$ cat src/rtl/mips_16_imem_loader.sv
// Byte-stream program loader for the mips_16 instruction memory.
// Holds the core in reset until a counted, checksummed load completes.
module mips_16_imem_loader #(
    parameter int ADDR_WIDTH = 8
) (
    input  logic                  clk,
    input  logic                  rst,
    input  logic                  start,
    input  logic [7:0]            rx_data,
    input  logic                  rx_valid,
    output logic                  rx_ready,
    output logic                  imem_we,
    output logic [ADDR_WIDTH-1:0] imem_addr,
    output logic [15:0]           imem_wdata,
    output logic                  core_rst,
    output logic                  done,
    output logic                  err
);

    localparam logic [2:0] S_IDLE  = 3'd0;
    localparam logic [2:0] S_COUNT = 3'd1;
    localparam logic [2:0] S_HI    = 3'd2;
    localparam logic [2:0] S_LO    = 3'd3;
    localparam logic [2:0] S_CHECK = 3'd4;
    localparam logic [2:0] S_DONE  = 3'd5;
    localparam logic [2:0] S_ERR   = 3'd6;

    localparam int CW = ADDR_WIDTH + 1;
    localparam logic [31:0]   MAXW = 32'd1 << ADDR_WIDTH;
    localparam logic [CW-1:0] MAXN = CW'(1) << ADDR_WIDTH;

    logic [2:0]            r_state;
    logic [2:0]            w_next;
    logic                  r_rx_ready;
    logic                  r_we;
    logic [ADDR_WIDTH-1:0] r_addr;
    logic [15:0]           r_wdata;
    logic                  r_core_rst;
    logic                  r_done;
    logic                  r_err;
    logic [CW-1:0]         r_total;
    logic [CW-1:0]         r_cnt;
    logic [ADDR_WIDTH-1:0] r_idx;
    logic [7:0]            r_hi;
    logic [7:0]            r_sum;
    logic                  w_acc;
    logic                  w_idle_like;
    logic                  w_clamp;
    logic [CW-1:0]         w_n;
    logic                  w_last;

    assign w_acc       = rx_valid && r_rx_ready;
    assign w_idle_like = (r_state == S_IDLE) || (r_state == S_DONE)
                      || (r_state == S_ERR);
    // COUNT of zero means a full memory; oversize counts saturate.
    assign w_clamp     = (rx_data == 8'd0) || (32'(rx_data) > MAXW);
    assign w_n         = w_clamp ? MAXN : CW'(rx_data);
    assign w_last      = (r_cnt + CW'(1)) == r_total;

    always_comb begin
        w_next = r_state;
        unique case (r_state)
            S_IDLE, S_DONE, S_ERR: if (start) w_next = S_COUNT;
            S_COUNT: if (w_acc) w_next = S_HI;
            S_HI:    if (w_acc) w_next = S_LO;
            S_LO:    if (w_acc) w_next = w_last ? S_CHECK : S_HI;
            S_CHECK: if (w_acc) w_next = (r_sum == rx_data) ? S_DONE : S_ERR;
            default: w_next = S_IDLE;
        endcase
    end

    always_ff @(posedge clk) begin
        if (rst) begin
            r_state    <= S_IDLE;
            r_rx_ready <= 1'b0;
            r_we       <= 1'b0;
            r_addr     <= '0;
            r_wdata    <= '0;
            r_core_rst <= 1'b1;
            r_done     <= 1'b0;
            r_err      <= 1'b0;
            r_total    <= '0;
            r_cnt      <= '0;
            r_idx      <= '0;
            r_hi       <= '0;
            r_sum      <= '0;
        end else begin
            r_state    <= w_next;
            r_rx_ready <= (w_next == S_COUNT) || (w_next == S_HI)
                       || (w_next == S_LO) || (w_next == S_CHECK);
            r_done     <= (w_next == S_DONE);
            r_err      <= (w_next == S_ERR);
            r_core_rst <= (w_next != S_DONE);
            r_we       <= 1'b0;
            if (start && w_idle_like) begin
                r_cnt <= '0;
                r_idx <= '0;
                r_sum <= '0;
            end
            if (w_acc) begin
                unique case (r_state)
                    S_COUNT: r_total <= w_n;
                    S_HI: begin
                        r_hi  <= rx_data;
                        r_sum <= r_sum ^ rx_data;
                    end
                    S_LO: begin
                        r_sum   <= r_sum ^ rx_data;
                        r_we    <= 1'b1;
                        r_addr  <= r_idx;
                        r_wdata <= {r_hi, rx_data};
                        r_idx   <= r_idx + 1'b1;
                        r_cnt   <= r_cnt + CW'(1);
                    end
                    default: ;
                endcase
            end
        end
    end

    assign rx_ready   = r_rx_ready;
    assign imem_we    = r_we;
    assign imem_addr  = r_addr;
    assign imem_wdata = r_wdata;
    assign core_rst   = r_core_rst;
    assign done       = r_done;
    assign err        = r_err;

endmodule
$ cat config.mk
export PLATFORM = sky130hd
export DESIGN_NAME = mips_16_imem_loader
export DESIGN_NICKNAME = d
export VERILOG_FILES = /design/src/rtl/mips_16_imem_loader.sv
export SDC_FILE = /design/constraint.sdc
export NUM_CORES = 1
export LEC_CHECK = 0
export ABC_AREA = 1
export BUFFER_PORTS_ARGS = -buffer_cell sky130_fd_sc_hd__buf_2
export CORE_ASPECT_RATIO = 0.6
export CORE_MARGIN = 4
export CORE_UTILIZATION = 51
export CTS_CLUSTER_SIZE = 25
export DETAILED_ROUTE_END_ITERATION = 16
export PLACE_DENSITY = 0.75
export SLEW_MARGIN = 20
export SYNTH_ARGS = -nofsm -noshare
export SYNTH_HDL_FRONTEND = slang
export SYNTH_SLANG_ARGS = --single-unit
$ cat constraint.sdc
create_clock -name clk -period 1.69 [get_ports clk]
set_input_delay 0.0845 -clock clk [delete_from_list [all_inputs] [get_ports clk]]
set_output_delay 0.0845 -clock clk [all_outputs]
set_load 0.005 [all_outputs]
==> results.sh, run 1 <==
export IMPL_root_buffer="clkbuf_8"
export IMPL_clockBufferDepth=2
export IMPL_critPathMaxFanout=3
export IMPL_dp_slack_ns=-0.220
export IMPL_grt_pass1_vias=2696
export IMPL_numCtsBuffers=9
export IMPL_ys_ff_latch=74
export IMPL_rows=21
export IMPL_synth_seq_area_share=0.469
export IMPL_power_density_mw_per_mm2=932
export IMPL_criticalPathCategory="reg -> reg"
export IMPL_fin_crit_sh=1.10
export IMPL_violations="negative setup slack"
export IMPL_yosysUniqueCellTypes=37
export IMPL_highest_layer="met4"
export IMPL_die_x_microns=110
export IMPL_vias_per_cell=5.38
export IMPL_status="finished, violations left"
export IMPL_worstPathRequired_ns=1.98
export IMPL_setup_ws_ns=-0.162
export IMPL_route_met3_wl_microns=656
export IMPL_dp_cells=528
export IMPL_drt_iter0_drc=178
export IMPL_io_buffers=40
export IMPL_yosys_warnings=0
export IMPL_post_route_util=0.688
export IMPL_syn_inst=401
export IMPL_slowest_delay_ns=0.37
export IMPL_p_leak_uw=0.00167
export IMPL_drv_cap=0
export IMPL_start_util=0.547
export IMPL_hold_violations=0
export IMPL_htree_levels=3
export IMPL_end_kind="flop"
export IMPL_worstSetupStartpointType="flop"
export IMPL_synth_cell_area_sq_mm=0.00316
export IMPL_clock_sinks=74
export IMPL_worstPathCellList="ha_4 > nand3_1 > o21ai_2 > buf_4 > nand3_1 > nand3_1 > nor2_2 > nand4_1 > nand3_2 > buf_4 > nand2_1 > nand2_1 > nor2_1"
export IMPL_finalNonFillerCells=553
export IMPL_min_path_type="in -> reg"
export IMPL_synth_avg_cell_area_sq_um=7.88
export IMPL_critPathSlowestCell="dfxtp_2"
export IMPL_drive_above_1_share=0.281
export IMPL_whs_path_depth=4
export IMPL_max_freq_mhz=540
export IMPL_synth_net_count=415
export IMPL_vias=2975
export IMPL_hpwl_mm=5.82
export IMPL_hold_ws_ns=0.0387
export IMPL_cts_hold_buf=0
export IMPL_grt_setup_unrepaired="true"
export IMPL_vdd_drop_max_mv=0.844
export IMPL_arrival_ns=2.14
export IMPL_fin_crit_ns=1.85
export IMPL_clk_latency_ns=0.35
export IMPL_path_clk_slew_ns=0.08
export IMPL_syn2layout_area_growth_pct=25.7
export IMPL_final_antenna_net_count=0
export IMPL_dr_pass1_iters=4
export IMPL_antenna_found_initial=0
export IMPL_die_h_microns=69.0
export IMPL_wl_per_cell_microns=14.8
export IMPL_grt_max_degree=22
export IMPL_core_area_sq_mm=0.00578
export IMPL_grt_pass1_wl_mm=13.3
export IMPL_wl_met1_mm=3.98
export IMPL_cts_tree="built"
export IMPL_setup_violations_final=6
export IMPL_slew_viol_final=0
export IMPL_drt_wl_total_mm=8.18
export IMPL_worst_pin_slew_ns=0.584
export IMPL_skew_ns=0.0109
export IMPL_overflow=0
export IMPL_finalNetCount=482
export IMPL_route_detailed_drc=0
export IMPL_insertedDiodeCount=0
export IMPL_die_area_sq_mm=0.00756
export IMPL_fill_cells=492
export IMPL_worstRegToRegCells=13
export IMPL_ios=41
export IMPL_slew_headroom=0.610
export IMPL_dr_wl_met2_mm=3.50
export IMPL_grt_usage=0.229
export IMPL_gp_congestion=0.955
export IMPL_crit_path_frequent_cell="nand3_1"
## sequential cells by signal, summed over array words and instances, names as in the netlist
register and count:
imem_wdata 16, r_cnt 9, r_total 9, imem_addr 8, r_hi 8, r_idx 8, r_sum 8, r_state 3
core_rst 1, done 1, err 1, imem_we 1, rx_ready 1
## per-stage QoR
stage / power (uW) / TNS [ns] / cell area [sq um]
6_report: 3710 / -0.622 / 3980
5_1_grt: 3850 / -1.46 / 3980
4_1_cts: 3710 / -0.250 / 3880
3_5_place_dp: 2170 / -0.711 / 3570
3_3_place_gp: 2170 / -0.493 / 3570
2_1_floorplan: 2040 / 0 / 3160
## per-layer routing
layer | vias to the layer above | global-route usage
met5 | - | 0
met4 | 0 | 0.0389
met3 | 6 | 0.0809
met2 | 103 | 0.347
met1 | 1381 | 0.319
li1 | 1485 | -
## cell usage in the layout (no fill, tap or decap), types with 7 or more instances in the layout
cell / netlist / routed
nor2_4: 6 / 10
nand3_1: 31 / 28
buf_4: 0 / 23
nand2_2: 2 / 10
buf_2: 6 / 40
nor2_1: 33 / 28
nand2_1: 73 / 64
clkbuf_8: 0 / 9
a21oi_1: 26 / 26
o21ai_0: 29 / 29
dfxtp_1: 74 / 69
a22o_1: 15 / 15
inv_1: 39 / 38
nor3_1: 8 / 8
inv_2: 6 / 7
## report_power, final
part           leakage (uW)  internal [uW]  switching [uW]  total, uW
combinational      0.000959            120             235        355
sequential         0.000600           1780            25.2       1800
clock              0.000106            844             704       1550
total               0.00167           2740             965       3710
## Yosys cell counts (all sizes together)
cell type / number / area (sq um)
clkbuf: 4 / 16.3
a21oi: 27 / 139
o22ai: 4 / 25.0
or2: 1 / 6.26
ha: 2 / 25.0
dfxtp: 74 / 1480
nand3: 33 / 175
nor4: 3 / 18.8
nand2: 76 / 298
a311oi: 2 / 17.5
inv: 45 / 169
clkinv: 1 / 3.75
nor2: 42 / 210
a2111oi: 3 / 35.0
xnor2: 3 / 26.3
buf: 7 / 33.8
o31ai: 2 / 15.0
a32o: 1 / 10.0
nand4: 4 / 25.0
a211oi: 3 / 22.5
nor3: 9 / 50.1
xor2: 6 / 52.6
o211ai: 2 / 15.0
a22o: 15 / 131
o21ai: 32 / 160
## cells by family after synthesis
family / Yosys count / share of synthesized area
compound gates: 91 / 0.180
xor+xnor: 9 / 0.0249
fa+ha+maj: 2 / 0.00791
simple gates: 168 / 0.248
buf+inv: 57 / 0.0704
flops: 74 / 0.469
## path summary, 6_finish.rpt
| check | startpoint | endpoint | slack [ns] |
|---|---|---|---|
| max | r_cnt[0]$_SDFF_PP0_ | rx_ready$_SDFF_PP0_ | -0.16 |
| min | rx_data[0] | r_total[8]$_SDFFE_PP0P_ | 0.04 |
| max reg2reg | r_cnt[0]$_SDFF_PP0_ | rx_ready$_SDFF_PP0_ | -0.16 |
| min reg2reg | imem_addr[5]$_SDFFE_PP0P_ | imem_addr[5]$_SDFFE_PP0P_ | 0.46 |
## timing repair
action	in CTS	in global routing
pin swaps	15	18
hold endpoints to repair	0	0
endpoints found under the setup margin	6	41
setup buffers	4	5
resized for setup	15	19
## cell type report
class / count / area (sq um) / area share
Sequential cell: 74 / 1490 / 0.374
Inverter: 46 / 173 / 0.0434
Tap cell: 80 / 100 / 0.0252
Clock inverter: 7 / 101 / 0.0255
Multi-Input combinational cell: 270 / 1550 / 0.391
Clock buffer: 9 / 124 / 0.0312
Timing Repair Buffer: 67 / 435 / 0.110
## worst max-delay path: cells and delay by family (launching register included)
kind            cells  cell delay (ns)
compound gates      1             0.22
fa+ha+maj           1             0.16
buf+inv             2             0.28
flops               1             0.37
simple gates        9             0.76
Power figures use the tool's default switching activity.
==> run 2: changes to the inputs <==
Settings changed: REMOVE_ABC_BUFFERS set to 1, SLEW_MARGIN 20 to 15.
==> run 2 against run 1 <==
Net effect:
- utilization shrank 0.39 points
- clock-buffer cell count grew 1
- final area shrank 0.57%
- register-to-register slack gained 0.05 ns
- routed wire length shrank 4.0%
- cell count shrank 0.18%
- sequential cell count is the same
- critical path type unchanged
- worst hold slack lost 0.0041 ns
- clock skew shrank 0.0069 ns
- combinational power shrank 5%
- the flow still finishes with violations (negative setup slack)
==> results.sh, run 2 (synthesis results as in run 1) <==
export IMPL_status="finished, violations left"
export IMPL_violations="negative setup slack"
export IMPL_clock_sinks=74
export IMPL_grt_usage=0.222
export IMPL_placed_area_sq_mm=0.00359
export IMPL_layout_common_cells="dfxtp_1 (70), nand2_1 (61), buf_2 (40), inv_1 (36), o21ai_0 (29)"
export IMPL_cts_hold_buf=0
export IMPL_worstPathCellList="buf_4 > nand2_2 > nor2_4 > nand3_2 > nand3_1 > nand2_2 > nor2_4 > nand4_1 > nand3_2 > nand2_4 > nor2_4 > inv_1"
export IMPL_finalNonFillerCells=552
export IMPL_start_util=0.547
export IMPL_drt_iter0_drc=218
export IMPL_slew_viol_final=0
export IMPL_gp_congestion=0.869
export IMPL_grt_setup_unrepaired="true"
export IMPL_antenna_found_initial=0
export IMPL_p_leak_uw=0.00165
export IMPL_skew_ns=0.00402
export IMPL_wl_per_cell_microns=14.2
export IMPL_grt_pass1_vias=2702
export IMPL_root_buffer="clkbuf_8"
export IMPL_overflow=0
export IMPL_worst_pin_slew_ns=0.442
export IMPL_setup_ws_ns=-0.111
export IMPL_worstSetupStartpointType="flop"
export IMPL_vias_per_cell=5.36
export IMPL_end_kind="flop"
export IMPL_largest_reg_flops=16
export IMPL_arrival_ns=2.05
export IMPL_fin_crit_sh=1.07
export IMPL_die_h_microns=69.0
export IMPL_grt_max_degree=22
export IMPL_vias=2961
export IMPL_drive_above_1_share=0.292
export IMPL_max_freq_mhz=555
export IMPL_crit_path_frequent_cell="nor2_4"
export IMPL_path_clk_slew_ns=0.07
export IMPL_final_area_sq_mm=0.00395
export IMPL_route_detailed_drc=0
export IMPL_fill_cells=498
export IMPL_die_area_sq_mm=0.00756
export IMPL_die_x_microns=110
export IMPL_drv_cap=0
export IMPL_setup_violations_final=5
export IMPL_drt_wl_total_mm=7.85
export IMPL_setup_tns_final_ns=-0.335
export IMPL_core_area_sq_mm=0.00578
export IMPL_hold_violations=0
export IMPL_io_buffers=40
export IMPL_dr_pass1_iters=4
export IMPL_dp_cells=531
export IMPL_numCtsBuffers=9
export IMPL_hpwl_mm=5.63
export IMPL_finalNetCount=482
export IMPL_rows=21
export IMPL_hold_ws_ns=0.0346
export IMPL_critPathMaxFanout=5
export IMPL_clk_latency_ns=0.34
export IMPL_clockBufferDepth=2
export IMPL_ios=41
export IMPL_final_antenna_net_count=0
export IMPL_vdd_drop_max_mv=0.662
export IMPL_insertedDiodeCount=0
export IMPL_worstPathRequired_ns=1.93
export IMPL_final_common_cell="dfxtp_1"
export IMPL_htree_levels=3
export IMPL_post_route_util=0.684
export IMPL_fin_crit_ns=1.80
export IMPL_power_density_mw_per_mm2=881
export IMPL_min_path_type="in -> reg"
export IMPL_cts_tree="built"
export IMPL_grt_pass1_wl_mm=12.9
export IMPL_slowest_delay_ns=0.35
export IMPL_reg2reg_slack_ns=-0.11
export IMPL_criticalPathCategory="reg -> reg"
export IMPL_slew_headroom=0.705
export IMPL_critPathSlowestCell="dfxtp_2"
export IMPL_syn2layout_area_growth_pct=25.0
[run 2: worst paths after layout]
path | from | to | cells past startpoint
setup / recovery | r_cnt[1]$_SDFF_PP0_ | core_rst$_SDFF_PP1_ | 12
hold / removal | rx_data[4] | imem_wdata[4]$_SDFFE_PP0P_ | 2
setup reg to reg | r_cnt[1]$_SDFF_PP0_ | core_rst$_SDFF_PP1_ | 12
hold reg to reg | imem_wdata[0]$_SDFFE_PP0P_ | imem_wdata[0]$_SDFFE_PP0P_ | 2
[run 2: metrics by stage]
step,setup slack [ns],power [uW]
global placement,-0.0896,2150
detailed placement,-0.162,2160
CTS,-0.110,3500
global route,-0.200,3640
floorplan,-0.0830,2030
finish,-0.111,3480
[run 2: layer usage]
metal / GRT usage / up-vias / part of all wire / wire (microns)
met3: 0.0614 / 9 / 0.070 / 550
li1: - / 1483 / - / -
met4: 0.0591 / 0 / 0.0096 / 75
met2: 0.347 / 103 / 0.43 / 3360
met1: 0.304 / 1366 / 0.49 / 3870
met5: 0 / - / 0 / 0
[run 2: timing repair]
item | in CTS | in global routing
endpoints found under the setup margin | 12 | 46
resized for setup | 18 | 21
pin swaps | 10 | 13
buffers inserted | 1 | 5
[run 2: worst max-delay path, delay by kind of cell, from the launching register on]
family                 cells  cell delay, ns
flip-flops                 1            0.35
AND/OR/NAND/NOR           10            1.17
buffers and inverters      2            0.17
[run 2: layout make-up]
cell class                      instances  area [sq um]  share of cell area
Clock buffer                           10           138              0.0348
Clock inverter                          5          55.1              0.0139
Inverter                               46           173              0.0437
Multi-Input combinational cell        270          1570               0.396
Sequential cell                        74          1490               0.377
Tap cell                               80           100              0.0253
Timing Repair Buffer                   67           432               0.109
[run 2: power by group]
group / switching, uW / internal, uW / leakage (uW)
combinational: 224 / 111 / 0.000959
sequential: 29.2 / 1780 / 0.000599
clock: 633 / 708 / 0.0000941
total: 886 / 2600 / 0.00165
